## config.mk

```make
export PLATFORM = sky130hd
export DESIGN_NAME = regfile_op_sequencer
export DESIGN_NICKNAME = d
export VERILOG_FILES = /design/src/rtl/regfile_op_sequencer_pkg.sv /design/src/rtl/regfile_op_sequencer_onehot_dec.sv /design/src/rtl/regfile_op_sequencer.sv
export SDC_FILE = /design/constraint.sdc
export NUM_CORES = 1
export LEC_CHECK = 0
export ABC_AREA = 1
export CELL_PAD_IN_SITES_DETAIL_PLACEMENT = 1
export CELL_PAD_IN_SITES_GLOBAL_PLACEMENT = 1
export CORE_MARGIN = 10
export CORE_UTILIZATION = 34
export CTS_CLUSTER_SIZE = 40
export DETAILED_ROUTE_END_ITERATION = 16
export GPL_ROUTABILITY_DRIVEN = 1
export HOLD_SLACK_MARGIN = 0.05
export MAX_ROUTING_LAYER = met4
export PLACE_DENSITY_LB_ADDON = 0.1
export SYNTH_ARGS = -nofsm -noshare
export SYNTH_HDL_FRONTEND = slang
export SYNTH_SLANG_ARGS = --single-unit
```

## constraint.sdc

```tcl
create_clock -name i_Clk -period 3 [get_ports i_Clk]
set_clock_uncertainty 0.15 [all_clocks]
set_input_delay 0.6 -clock i_Clk [delete_from_list [all_inputs] [get_ports i_Clk]]
set_output_delay 0.6 -clock i_Clk [all_outputs]
set_load 0.1 [all_outputs]
```

## src/rtl/regfile_op_sequencer_pkg.sv

```systemverilog
// Shared types for the register-file micro-op sequencer: op codes,
// register codes, FSM states and request legality helpers.
package regfile_op_sequencer_pkg;

  typedef enum logic [2:0] {
    OP_NOP   = 3'd0,
    OP_MOV8  = 3'd1,
    OP_MOV16 = 3'd2,
    OP_INC16 = 3'd3,
    OP_DEC16 = 3'd4,
    OP_XCHG8 = 3'd5,
    OP_LDI8  = 3'd6,
    OP_LDI16 = 3'd7
  } op_e;

  typedef enum logic [2:0] {
    R8_W = 3'd0, R8_Z = 3'd1, R8_B = 3'd2, R8_C = 3'd3,
    R8_D = 3'd4, R8_E = 3'd5, R8_H = 3'd6, R8_L = 3'd7
  } reg8_e;

  typedef enum logic [2:0] {
    R16_WZ = 3'd0, R16_BC = 3'd1, R16_DE = 3'd2,
    R16_HL = 3'd3, R16_SP = 3'd4, R16_PC = 3'd5
  } reg16_e;

  typedef enum logic [2:0] {
    ST_IDLE = 3'd0,
    ST_RD_A = 3'd1,
    ST_RD_B = 3'd2,
    ST_WR_A = 3'd3,
    ST_WR_B = 3'd4,
    ST_DONE = 3'd5,
    ST_ERR  = 3'd6
  } state_e;

  // 16-bit codes above PC do not name a register.
  function automatic logic is_legal16(input logic [2:0] code);
    return (code <= R16_PC);
  endfunction

  // Ops whose A and B operands are both 16-bit register codes.
  function automatic logic op_is16(input logic [2:0] op);
    return (op == OP_MOV16) || (op == OP_INC16) || (op == OP_DEC16);
  endfunction

  // A request is legal unless it names an illegal 16-bit code it actually uses.
  function automatic logic req_legal(input logic [2:0] op, input logic [2:0] a,
                                     input logic [2:0] b);
    logic ok;
    if (op_is16(op)) begin
      ok = is_legal16(a) && is_legal16(b);
    end else if (op == OP_LDI16) begin
      ok = is_legal16(a);
    end else begin
      ok = 1'b1;
    end
    return ok;
  endfunction

endpackage

```

## src/rtl/regfile_op_sequencer_onehot_dec.sv

```systemverilog
// Register-code to one-hot strobe decoder with a legality flag for codes
// that fall outside the N implemented registers.
module regfile_onehot_dec #(
  parameter int N = 8
) (
  input  logic [2:0]   code,
  input  logic         en,
  output logic [N-1:0] onehot,
  output logic         legal
);

  logic [N-1:0] hit_s;

  // Match the code against each implemented register; strobe only when enabled.
  always_comb begin
    hit_s = {N{1'b0}};
    for (int i = 0; i < N; i++) begin
      if (code == 3'(i)) begin
        hit_s[i] = 1'b1;
      end else begin
        hit_s[i] = 1'b0;
      end
    end
    legal = |hit_s;
    if (en) begin
      onehot = hit_s;
    end else begin
      onehot = {N{1'b0}};
    end
  end

endmodule

```

## src/rtl/regfile_op_sequencer.sv

```systemverilog
// Multi-cycle register-file micro-op sequencer. Accepts one request at a
// time and walks it through read/write phases; every strobe and bus is
// decoded from the state and latched operands only.
module regfile_op_sequencer
  import regfile_op_sequencer_pkg::*;
#(
  parameter int N_REG8  = 8,
  parameter int N_REG16 = 6
) (
  input  logic               i_Clk,
  input  logic               i_Rst_n,
  input  logic               i_Enable,
  input  logic               i_Req_Valid,
  output logic               o_Req_Ready,
  input  logic [2:0]         i_Op,
  input  logic [2:0]         i_RegA,
  input  logic [2:0]         i_RegB,
  input  logic [15:0]        i_Imm,
  output logic [N_REG8-1:0]  o_Read8,
  output logic [N_REG8-1:0]  o_Write8,
  output logic [7:0]         o_Bus8,
  input  logic [7:0]         i_Bus8,
  output logic [N_REG16-1:0] o_Read16,
  output logic [N_REG16-1:0] o_Write16,
  output logic [15:0]        o_Bus16,
  input  logic [15:0]        i_Bus16,
  output logic               o_Busy,
  output logic               o_Done,
  output logic               o_Err
);

  state_e      state_r, state_nxt_s;
  op_e         op_r;
  logic [2:0]  reg_a_r, reg_b_r;
  logic [15:0] imm_r, tmp0_r;
  logic [7:0]  tmp1_r;
  logic        accept_s;

  logic        rd8_en_s, rd16_en_s, wr8_en_s, wr16_en_s;
  logic [2:0]  rd8_code_s, wr8_code_s, wr16_code_s;
  logic        rd8_legal_s, rd16_legal_s, wr8_legal_s, wr16_legal_s;
  logic [7:0]  wr8_data_s;
  logic [15:0] wr16_data_s, rd_data_s;
  logic        rd_ok_s;

  assign accept_s = (state_r == ST_IDLE) && i_Enable && i_Req_Valid;

  // State register; frozen whenever the system tick is low.
  always_ff @(posedge i_Clk or negedge i_Rst_n) begin
    if (!i_Rst_n) begin
      state_r <= ST_IDLE;
    end else if (i_Enable) begin
      state_r <= state_nxt_s;
    end
  end

  // Next-state: pick the path for the op at accept, then step through it.
  always_comb begin
    state_nxt_s = state_r;
    case (state_r)
      ST_IDLE: begin
        if (!i_Req_Valid) begin
          state_nxt_s = ST_IDLE;
        end else if (!req_legal(i_Op, i_RegA, i_RegB)) begin
          state_nxt_s = ST_ERR;
        end else begin
          case (i_Op)
            OP_NOP:            state_nxt_s = ST_DONE;
            OP_LDI8, OP_LDI16: state_nxt_s = ST_WR_A;
            default:           state_nxt_s = ST_RD_A;
          endcase
        end
      end
      ST_RD_A: begin
        if (op_r == OP_XCHG8) begin
          state_nxt_s = ST_RD_B;
        end else begin
          state_nxt_s = ST_WR_A;
        end
      end
      ST_RD_B: state_nxt_s = ST_WR_A;
      ST_WR_A: begin
        if (op_r == OP_XCHG8) begin
          state_nxt_s = ST_WR_B;
        end else begin
          state_nxt_s = ST_DONE;
        end
      end
      ST_WR_B: state_nxt_s = ST_DONE;
      ST_DONE: state_nxt_s = ST_IDLE;
      ST_ERR:  state_nxt_s = ST_IDLE;
      default: state_nxt_s = ST_IDLE;
    endcase
  end

  // Read-phase data to keep in tmp0: raw bus, or the 16-bit value +/- 1.
  always_comb begin
    case (op_r)
      OP_MOV16: rd_data_s = i_Bus16;
      OP_INC16: rd_data_s = i_Bus16 + 16'd1;
      OP_DEC16: rd_data_s = i_Bus16 - 16'd1;
      default:  rd_data_s = {8'h00, i_Bus8};
    endcase
    if (op_is16(op_r)) begin
      rd_ok_s = rd16_legal_s;
    end else begin
      rd_ok_s = rd8_legal_s;
    end
  end

  // Operand latches and temporaries; all hold while the tick is low.
  always_ff @(posedge i_Clk or negedge i_Rst_n) begin
    if (!i_Rst_n) begin
      op_r    <= OP_NOP;
      reg_a_r <= 3'd0;
      reg_b_r <= 3'd0;
      imm_r   <= 16'h0000;
      tmp0_r  <= 16'h0000;
      tmp1_r  <= 8'h00;
    end else if (i_Enable) begin
      if (accept_s) begin
        op_r    <= op_e'(i_Op);
        reg_a_r <= i_RegA;
        reg_b_r <= i_RegB;
        imm_r   <= i_Imm;
      end
      if ((state_r == ST_RD_A) && rd_ok_s) begin
        tmp0_r <= rd_data_s;
      end
      if ((state_r == ST_RD_B) && rd8_legal_s) begin
        tmp1_r <= i_Bus8;
      end
    end
  end

  // Read-strobe selection: A in RD_A (8- or 16-bit by op), B in RD_B.
  always_comb begin
    rd8_en_s   = 1'b0;
    rd16_en_s  = 1'b0;
    rd8_code_s = reg_a_r;
    if (state_r == ST_RD_A) begin
      rd8_en_s  = (op_r == OP_MOV8) || (op_r == OP_XCHG8);
      rd16_en_s = op_is16(op_r);
    end else if (state_r == ST_RD_B) begin
      rd8_en_s   = 1'b1;
      rd8_code_s = reg_b_r;
    end else begin
      rd8_en_s = 1'b0;
    end
  end

  // Write-strobe target and data for the current write phase.
  always_comb begin
    wr8_en_s    = 1'b0;
    wr16_en_s   = 1'b0;
    wr8_code_s  = reg_b_r;
    wr16_code_s = reg_b_r;
    wr8_data_s  = 8'h00;
    wr16_data_s = 16'h0000;
    case (state_r)
      ST_WR_A: begin
        case (op_r)
          OP_MOV8: begin
            wr8_en_s   = 1'b1;
            wr8_data_s = tmp0_r[7:0];
          end
          OP_XCHG8: begin
            wr8_en_s   = 1'b1;
            wr8_code_s = reg_a_r;
            wr8_data_s = tmp1_r;
          end
          OP_LDI8: begin
            wr8_en_s   = 1'b1;
            wr8_code_s = reg_a_r;
            wr8_data_s = imm_r[7:0];
          end
          OP_MOV16, OP_INC16, OP_DEC16: begin
            wr16_en_s   = 1'b1;
            wr16_data_s = tmp0_r;
          end
          OP_LDI16: begin
            wr16_en_s   = 1'b1;
            wr16_code_s = reg_a_r;
            wr16_data_s = imm_r;
          end
          default: wr8_en_s = 1'b0;
        endcase
      end
      ST_WR_B: begin
        wr8_en_s   = 1'b1;
        wr8_data_s = tmp0_r[7:0];
      end
      default: wr8_en_s = 1'b0;
    endcase
  end

  regfile_onehot_dec #(.N(N_REG8)) u_rd8_dec (
    .code(rd8_code_s), .en(rd8_en_s), .onehot(o_Read8), .legal(rd8_legal_s)
  );
  regfile_onehot_dec #(.N(N_REG16)) u_rd16_dec (
    .code(reg_a_r), .en(rd16_en_s), .onehot(o_Read16), .legal(rd16_legal_s)
  );
  regfile_onehot_dec #(.N(N_REG8)) u_wr8_dec (
    .code(wr8_code_s), .en(wr8_en_s), .onehot(o_Write8), .legal(wr8_legal_s)
  );
  regfile_onehot_dec #(.N(N_REG16)) u_wr16_dec (
    .code(wr16_code_s), .en(wr16_en_s), .onehot(o_Write16), .legal(wr16_legal_s)
  );

  // Write buses carry data only while a strobe to a known register is active.
  always_comb begin
    if (wr8_en_s && wr8_legal_s) begin
      o_Bus8 = wr8_data_s;
    end else begin
      o_Bus8 = 8'h00;
    end
    if (wr16_en_s && wr16_legal_s) begin
      o_Bus16 = wr16_data_s;
    end else begin
      o_Bus16 = 16'h0000;
    end
  end

  assign o_Req_Ready = (state_r == ST_IDLE);
  assign o_Busy      = (state_r != ST_IDLE);
  assign o_Done      = (state_r == ST_DONE);
  assign o_Err       = (state_r == ST_ERR);

endmodule

```

==> flow_metrics.py, run 1 <==
metrics = {
    "outcome": {
        "status": "complete, no violations",
    },
    "setup_path": {
        "cell_count_of_the_worst_reg_to_reg_path": 13,
        "r2r_setup_slack_ns": 0.23,
        "r2r_start": "op_r[1]",
        "critical_path.startpoint": "op_r[1]",
        "worst_ep_arrival_time_ns": 2.16,
        "max_fo_critical_path": 16,
        "worst_ep_required_time_ns": 2.25,
        "critical_path.startpoint_type": "register",
        "critPathCaptureType": "output pin",
        "crit_type": "reg2out",
        "reg2reg_to": "tmp0_r[8]",
    },
    "yosys": {
        "ys_types": 35,
        "netlist_instances": 650,
        "synth.area.top_cells": "dfrtp_1 (31%), nand2_1 (19%), inv_1 (8.3%)",
        "synth_area_leader_cell": "dfrtp_1",
        "yosysWarnings": 0,
        "syn_area_um2": 4130,
        "synth-async-reset-ratio_pct": 100,
        "yosys_register_bits": 52,
        "seq_area_frac_synth_pct": 31.5,
        "synth_edf_count": 0,
        "syn_area_per_cell_um2": 6.36,
        "netlist.area_leader.share_pct": 31.5,
        "synthesis.nets": 718,
        "synth-main-ff-cell": "dfrtp_1",
    },
    "detailed_routing": {
        "drt-pass1-iter-count": 5,
        "drc": 0,
        "antenna_left": 0,
        "post_dr_vias_cell": 5.12,
        "routed_wl_um": 15900,
        "wire_per_inst_um": 17.4,
        "initial_drc_count": 250,
        "detailroute.via_count": 4696,
    },
    "place": {
        "final_weighted_congestion_in_routability_driven_placement": 0.919,
        "preCtsSetupSlack_ns": 0.0885,
        "buffer_ports.inserted": 108,
        "detailed_place_hpwl_um": 13300,
    },
    "floorplanning": {
        "initial_core_util_pct": 34.6,
        "design.portCount": 109,
        "fp.dieArea_um2": 17000,
        "dieWidth_um": 130,
        "core_area_um2": 12000,
        "placementRows": 40,
        "die_height_um": 130,
    },
    "layout": {
        "nFillCells": 1474,
        "final_cell_mix": "nand2_1 (202), inv_1 (90), o21ai_0 (55)",
        "fin_util_pct": 53.8,
        "mostFrequentLayoutCell": "nand2_1",
        "antenna_cells": 0,
        "areaGrowthSynthToFinish_pct": 55.8,
        "finish.net_count": 837,
        "layout-drive-gt1-share_pct": 23.8,
    },
    "sta": {
        "min_period_over_period_pct": 97.1,
        "hold_violations": 0,
        "finalSetupViolCount": 0,
        "min_period_ns": 2.91,
        "timing.fmax_mhz": 343,
        "worstMarginPinSlew_ns": 0.690,
        "final.setup.worst_slack_ns": 0.0867,
        "slew_viol_final": 0,
        "slew_headroom_pct": 53.8,
    },
    "hold_path": {
        "hold_path_class": "in2async",
    },
    "job": {
        "max_cap_violations": 0,
    },
    "global_route": {
        "overflow_after_grt": 0,
        "grt.total_usage_pct": 19.5,
        "maximum_number_of_pins_on_one_net_before_global_route_repair": 43,
        "wire_length_of_the_first_global_routing_pass_um": 25900,
        "grt_antenna_before_repair": 0,
        "first_global_vias": 4999,
    },
    "clocking": {
        "clock_latency_ns": 0.29,
        "clock_tree.htree_level_count": 2,
        "cts_buffers": 5,
        "cts.sinks": 52,
        "clock_slew_at_reported_path_ffs_ns": 0.07,
        "cts_hold_buf": 0,
        "max_buffers_root_to_sink": 2,
        "cts-root-buf": "clkbuf_16",
        "clock_tree_from_tritoncts": "yes",
    },
    "power_and_ir_drop": {
        "peakVddDrop_uv": 332,
        "leak_pwr_nw": 3.02,
        "power.density_cell_area_nw_per_um2": 983,
    },
}
## worst max-delay path, stage by stage (launching register included)
cell and delay [ns]:
dfrtp_2 0.47, inv_1 0.15, nand3_4 0.13, o21ai_2 0.11, inv_2 0.09, nand2_4 0.09
nand2_1 0.07, nand2_2 0.11, o21ai_4 0.08, buf_12 0.17, nor2_1 0.18, buf_12 0.20
## cells by family after synthesis
family,share of synthesized area (%)
XOR/XNOR,0.212
AO/OA/AOI/OAI,15.5
buffers and inverters,10.8
adder cells (fa/ha/maj),4.72
flip-flops,31.5
multiplexers,2.45
AND/OR/NAND/NOR,34.8
## final cells by class
cell class                      instances  area (µm²)  area share [%]
Timing Repair Buffer                  129        1770            27.5
Inverter                               95         359            5.58
Clock buffer                            5         125            1.94
Tap cell                              147         184            2.86
Multi-Input combinational cell        486        2650            41.2
Sequential cell                        52        1310            20.3
Clock inverter                          3        42.5           0.661
## how the worst max path moves through the flow
stage / end / slack, ns / cells after the start
floorplan: o_Bus16[10] / -0.42 / 11
global placement: o_Bus16[14] / 0.25 / 9
detailed placement: o_Bus16[7] / 0.09 / 9
CTS: o_Bus16[7] / -0.02 / 9
global route: o_Bus16[0] / -0.02 / 9
finish: o_Bus16[15] / 0.09 / 11
## where the power goes
part	total, mW	switching (mW)	internal, mW
combinational	4.32	2.92	1.40
sequential	1.36	0.318	1.04
clock	0.654	0.262	0.392
total	6.33	3.50	2.83
## synthesized netlist by cell type, types with 2 or more instances
master    number
a21oi_1       22
a22oi_1       16
and2_1         2
buf_2          6
buf_4          3
clkbuf_1       7
dfrtp_1       52
ha_1          14
inv_1         91
inv_2          4
mux2_2         9
nand2_1      207
nand2_2        2
nand3_1       35
nand3_2        2
nand3b_1       2
nand4_1        2
nor2_1        68
nor2_2         2
nor2_4         2
nor3_1        14
o21ai_0       68
o21ai_1        2
o21ai_2        3
or2_2          5
## layer usage
| metal | part of all wire, % | global-route usage [%] | vias up |
|---|---|---|---|
| li1 | - | - | 2307 |
| met1 | 41 | 22.0 | 2268 |
| met2 | 52 | 35.0 | 102 |
| met3 | 4.7 | 3.16 | 19 |
| met4 | 1.7 | 5.22 | 0 |
| met5 | 0 | - | - |
## what timing repair did
action / CTS / global route
hold endpoints to repair: 0 / 0
setup buffers: 0 / 4
setup endpoints to repair: 26 / 40
pin swaps: 0 / 3
gates resized for setup: 6 / 38
## sequential cells by signal, indices dropped and copies added (netlist names)
register and cells:
reg_b_r 3, tmp1_r 8, tmp0_r 16, imm_r 16, op_r 3, state_r 3, reg_a_r 3
## stage by stage
step | instances | setup TNS (ns) | total power [mW] | hold WS, ns | instance area [µm²]
after global placement | 905 | 0 | 5.34 | 0.319 | 6090
after floorplan | 650 | -7.64 | 4.12 | 0.154 | 4270
after global routing | 917 | -0.0558 | 6.85 | 0.228 | 6440
after CTS | 913 | -0.0439 | 6.19 | 0.205 | 6270
after detailed placement | 905 | 0 | 5.49 | 0.329 | 6090
final | 917 | 0 | 6.33 | 0.178 | 6440
Power figures use the tool's default switching activity.
==> inputs of run 2 (changes only) <==
Settings changed: CELL_PAD_IN_SITES_GLOBAL_PLACEMENT 1 to 2, CORE_UTILIZATION 34 to 26.
==> flow_metrics.py, run 2 (same netlist as run 1, synthesis figures left out) <==
metrics = {
    "global_route": {
        "wire_length_of_the_first_global_routing_pass_um": 26800,
        "grt.total_usage_pct": 15.8,
        "maximum_number_of_pins_on_one_net_before_global_route_repair": 43,
        "overflow_after_grt": 0,
        "grt_antenna_before_repair": 0,
        "first_global_vias": 4828,
    },
    "sta": {
        "hold_violations": 0,
        "timing.fmax_mhz": 343,
        "finalSetupViolCount": 0,
        "min_period_over_period_pct": 97.3,
        "worstMarginPinSlew_ns": 0.541,
        "slew_viol_final": 0,
        "min_period_ns": 2.92,
        "fin_worst_hold_slack_ns": 0.0551,
        "unrepaired_setup_endpoints_after_global_routing": "yes",
        "slew_headroom_pct": 63.9,
    },
    "hold_path": {
        "hold_path_class": "in2async",
    },
    "job": {
        "max_cap_violations": 0,
    },
    "clocking": {
        "clock_latency_ns": 0.30,
        "cts.sinks": 52,
        "max_buffers_root_to_sink": 2,
        "clock_tree_from_tritoncts": "yes",
        "clock_tree.htree_level_count": 2,
        "cts-root-buf": "clkbuf_16",
        "clock_slew_at_reported_path_ffs_ns": 0.08,
        "cts_buffers": 5,
    },
    "power_and_ir_drop": {
        "power.density_cell_area_nw_per_um2": 962,
        "peakVddDrop_uv": 349,
        "leak_pwr_nw": 3.01,
    },
    "floorplanning": {
        "placementRows": 46,
        "initial_core_util_pct": 26.3,
        "dieWidth_um": 146,
        "die_height_um": 146,
        "core_area_um2": 15700,
        "design.portCount": 109,
        "fp.dieArea_um2": 21300,
    },
    "layout": {
        "multi_input_comb_area_um2": 2650,
        "final_cell_mix": "nand2_1 (203), inv_1 (89), o21ai_0 (55)",
        "antenna_cells": 0,
        "mostFrequentLayoutCell": "nand2_1",
        "layout-drive-gt1-share_pct": 23.0,
        "stdcell_area_um2": 6510,
        "reg_top3": "imm_r x16, tmp0_r x16, tmp1_r x8",
        "finish.net_count": 837,
        "area.sequential_um2": 1300,
        "nFillCells": 1935,
        "areaGrowthSynthToFinish_pct": 57.4,
    },
    "setup_path": {
        "crit_type": "reg2out",
        "critical_path.startpoint": "op_r[1]",
        "max_fo_critical_path": 11,
        "critPathCaptureType": "output pin",
        "worst_ep_required_time_ns": 2.25,
        "timing.critical_path.cells": "inv_1 > nand3_4 > o21ai_4 > inv_2 > nand2_8 > nand2_1 > nand2_2 > o21ai_4 > buf_12 > nor2_1 > buf_12",
        "critical_path.startpoint_type": "register",
        "worst_ep_arrival_time_ns": 2.17,
        "cpPeakStageDelay_ns": 0.47,
        "r2r_start": "op_r[1]",
        "cp_slowest_cell": "dfrtp_2",
    },
    "detailed_routing": {
        "post_dr_vias_cell": 4.66,
        "antenna_left": 0,
        "drt-pass1-iter-count": 4,
        "routed_wl_um": 16600,
        "drc": 0,
        "wire_per_inst_um": 16.9,
        "initial_drc_count": 176,
        "detailroute.via_count": 4594,
    },
    "place": {
        "buffer_ports.inserted": 108,
        "detailed_place_hpwl_um": 14000,
        "final_weighted_congestion_in_routability_driven_placement": 0.838,
        "dpl-instance-area_um2": 6190,
    },
    "outcome": {
        "status": "complete, no violations",
    },
}
-- run 2: changes by cell type in the layout (fill, tap and decap cells not counted), sizes merged --
cell | previous run | this run
bufinv | 1 | 0
clkinv | 1 | 0
inv | 95 | 97
-- run 2: worst paths after layout --
kind / to / cells past startpoint / slack, ns
min in group i_Clk: tmp0_r[12] / 2 / 0.34
max: o_Bus16[7] / 11 / 0.08
max reg2reg: tmp0_r[14] / 14 / 0.28
min: tmp0_r[3] / 1 / 0.06
min reg2reg: tmp0_r[12] / 2 / 0.34
max in group asynchronous: imm_r[14] / 2 / 2.01
-- run 2: through the flow --
step | worst slack, ns | TNS (ns) | cells | util [%] | total power, mW
final | 0.0808 | 0 | 986 | 41.4 | 6.26
after global routing | -0.0214 | -0.0837 | 986 | 41.4 | 6.79
after CTS | 0.0117 | 0 | 985 | 40.6 | 6.18
after detailed placement | -0.0236 | -0.0334 | 975 | 39.4 | 5.53
after global placement | 0.139 | 0 | 975 | 39.4 | 5.44
after floorplan | -0.415 | -7.64 | 650 | - | 4.12
-- run 2: repair_timing --
item,CTS,global route
pin swaps,1,1
gates resized for setup,8,32
buffers inserted,2,1
endpoints found under the setup margin,27,41
hold endpoints to repair,0,0
cloned,0,0
hold buffers,0,0
-- run 2: metal layers --
layer	up-vias	part of all wire, %	global-route usage (%)
li1	2314	-	-
met1	2192	45	19.3
met2	80	51	27.7
met3	8	2.3	1.79
met4	0	0.94	3.10
met5	-	0	-
-- run 2: worst max-delay path: cells and delay by family, from the launching register on --
kind            cells  cell delay, ns
compound gates      2            0.19
buf+inv             4            0.57
flops               1            0.47
simple gates        5            0.62
-- run 2: power by group --
group / switching (mW) / leakage, nW / internal [mW]
sequential: 0.318 / 0.640 / 1.04
combinational: 2.90 / 2.30 / 1.40
clock: 0.282 / 0.0708 / 0.316
total: 3.50 / 3.01 / 2.76
-- run 2: final cells by class --
type	count	area share, %
Multi-Input combinational cell	486	40.7
Timing Repair Buffer	129	27.3
Sequential cell	52	20.0
Inverter	95	5.48
Tap cell	216	4.15
Clock buffer	5	1.92
Clock inverter	3	0.385
==> inputs of run 3 (changes only) <==
--- a/config.mk
+++ b/config.mk
@@ -17,4 +17,5 @@
 export MAX_ROUTING_LAYER = met4
 export PLACE_DENSITY_LB_ADDON = 0.1
+export REMOVE_ABC_BUFFERS = 1
 export SYNTH_ARGS = -nofsm -noshare
 export SYNTH_HDL_FRONTEND = slang
==> constraint.sdc (replaced) <==
create_clock -name i_Clk -period 3 [get_ports i_Clk]
set_clock_uncertainty 0.15 [all_clocks]
set_input_delay 0.75 -clock i_Clk [delete_from_list [all_inputs] [get_ports i_Clk]]
set_output_delay 0.75 -clock i_Clk [all_outputs]
set_load 0.1 [all_outputs]
==> flow_metrics.py, run 3 (same netlist as run 1, synthesis figures left out) <==
metrics = {
    "hold_path": {
        "hold_path_class": "in2async",
    },
    "detailed_routing": {
        "antenna_left": 0,
        "wire_per_inst_um": 16.8,
        "routed_wl_um": 16900,
        "drt-pass1-iter-count": 4,
        "initial_drc_count": 145,
        "detailroute.via_count": 4699,
        "drc": 0,
        "post_dr_vias_cell": 4.67,
    },
    "clocking": {
        "clock_latency_ns": 0.29,
        "clock_tree_from_tritoncts": "yes",
        "cts-root-buf": "clkbuf_16",
        "max_buffers_root_to_sink": 2,
        "clock_slew_at_reported_path_ffs_ns": 0.07,
        "cts.sinks": 52,
        "cts_buffers": 5,
        "clock_tree.htree_level_count": 2,
    },
    "setup_path": {
        "worst_ep_arrival_time_ns": 2.08,
        "worst_ep_required_time_ns": 2.10,
        "critPathCaptureType": "output pin",
        "max_fo_critical_path": 6,
        "crit_type": "reg2out",
        "critical_path.startpoint_type": "register",
    },
    "layout": {
        "finish.net_count": 857,
        "reg_top3": "imm_r x16, tmp0_r x16, tmp1_r x8",
        "mostFrequentLayoutCell": "nand2_1",
        "final_cell_mix": "nand2_1 (200), inv_1 (89), o21ai_0 (57), buf_12 (57), dfrtp_1 (52)",
        "areaGrowthSynthToFinish_pct": 63.3,
        "antenna_cells": 0,
        "layout-drive-gt1-share_pct": 24.6,
        "nFillCells": 1944,
        "final_cells": 1006,
    },
    "sta": {
        "min_period_ns": 2.98,
        "slew_viol_final": 0,
        "fin_worst_hold_slack_ns": 0.176,
        "worstMarginPinSlew_ns": 0.517,
        "min_period_over_period_pct": 99.3,
        "hold_violations": 0,
        "unrepaired_setup_endpoints_after_global_routing": "yes",
        "timing.fmax_mhz": 336,
        "slew_headroom_pct": 65.5,
        "finalSetupViolCount": 0,
        "final.setup.worst_slack_ns": 0.0213,
    },
    "job": {
        "max_cap_violations": 0,
    },
    "global_route": {
        "grt.total_usage_pct": 16.1,
        "grt_antenna_before_repair": 0,
        "wire_length_of_the_first_global_routing_pass_um": 27600,
        "overflow_after_grt": 0,
        "maximum_number_of_pins_on_one_net_before_global_route_repair": 23,
        "first_global_vias": 5049,
    },
    "place": {
        "final_weighted_congestion_in_routability_driven_placement": 0.858,
        "detailed_place_hpwl_um": 13900,
        "buffer_ports.inserted": 108,
        "preCtsSetupSlack_ns": 0.0865,
        "dp.cells": 989,
    },
    "power_and_ir_drop": {
        "power.density_cell_area_nw_per_um2": 978,
        "leak_pwr_nw": 3.13,
        "peakVddDrop_uv": 490,
    },
    "floorplanning": {
        "design.portCount": 109,
        "die_height_um": 146,
        "dieWidth_um": 146,
        "fp.dieArea_um2": 21300,
        "core_area_um2": 15700,
        "placementRows": 46,
        "initial_core_util_pct": 26.3,
    },
    "outcome": {
        "status": "complete, no violations",
    },
}
[run 3: changes by cell type in the layout (fill, tap and decap cells not counted), sizes merged]
cell	previous run	this run
clkinv	0	1
buf	78	98
bufinv	0	1
inv	97	94
clkbuf	5	6
[run 3: worst paths after layout]
path / endpoint / slack [ns] / cells past startpoint / startpoint
max: o_Bus16[1] / 0.02 / 10 / op_r[2]
min: imm_r[2] / 0.18 / 1 / i_Rst_n
min reg2reg: tmp0_r[12] / 0.34 / 2 / tmp0_r[12]
max reg2reg: tmp0_r[13] / 0.39 / 16 / op_r[2]
min in group i_Clk: tmp0_r[12] / 0.34 / 2 / tmp0_r[12]
max in group asynchronous: reg_b_r[1] / 1.92 / 2 / i_Rst_n
[run 3: area by class of cell]
cell class / instances / area, µm² / area share, %
sequential: 52 / 1300 / 19.3
clock inverter: 2 / 38.8 / 0.575
tap: 216 / 270 / 4.00
multi-input combinational: 486 / 2670 / 39.5
inverter: 95 / 363 / 5.38
clock buffer: 6 / 139 / 2.06
timing repair buffer: 149 / 1970 / 29.2
[run 3: stage by stage]
stage / cell area [µm²] / util [%] / power (mW) / TNS (ns)
floorplan: 4040 / - / 3.90 / -44.34
global placement: 6160 / 39.2 / 5.39 / 0
detailed placement: 6160 / 39.2 / 5.49 / 0
CTS: 6470 / 41.2 / 6.34 / -0.152
global route: 6750 / 43.0 / 7.15 / -0.273
finish: 6750 / 43.0 / 6.60 / 0
[run 3: report_power, final]
group | internal [mW] | switching [mW] | leakage, nW
sequential | 1.04 | 0.280 | 0.643
clock | 0.418 | 0.267 | 0.0871
combinational | 1.59 | 3.01 | 2.40
[run 3: per-layer routing]
| layer | wire length (µm) | vias to the layer above | track usage, % |
|---|---|---|---|
| met3 | 287 | 12 | 1.30 |
| met1 | 7660 | 2265 | 19.5 |
| met2 | 8810 | 72 | 28.8 |
| met4 | 152 | 0 | 2.80 |
| li1 | - | 2350 | - |
| met5 | 0 | - | - |
[run 3: what timing repair did]
action,4_1_cts,5_1_grt
hold buffers,0,0
setup endpoints to repair,37,56
pin swaps,2,8
setup buffers,2,7
gates resized for setup,38,55
[run 3: worst max-delay path, cell delays in order (launching register included)]
cell and delay (ns):
dfrtp_1 0.43, buf_12 0.16, o21ai_2 0.17, inv_2 0.08, nand2_4 0.08, nand2_1 0.06
nand2_2 0.12, o21ai_4 0.10, buf_6 0.16, nor3_4 0.23, buf_12 0.20
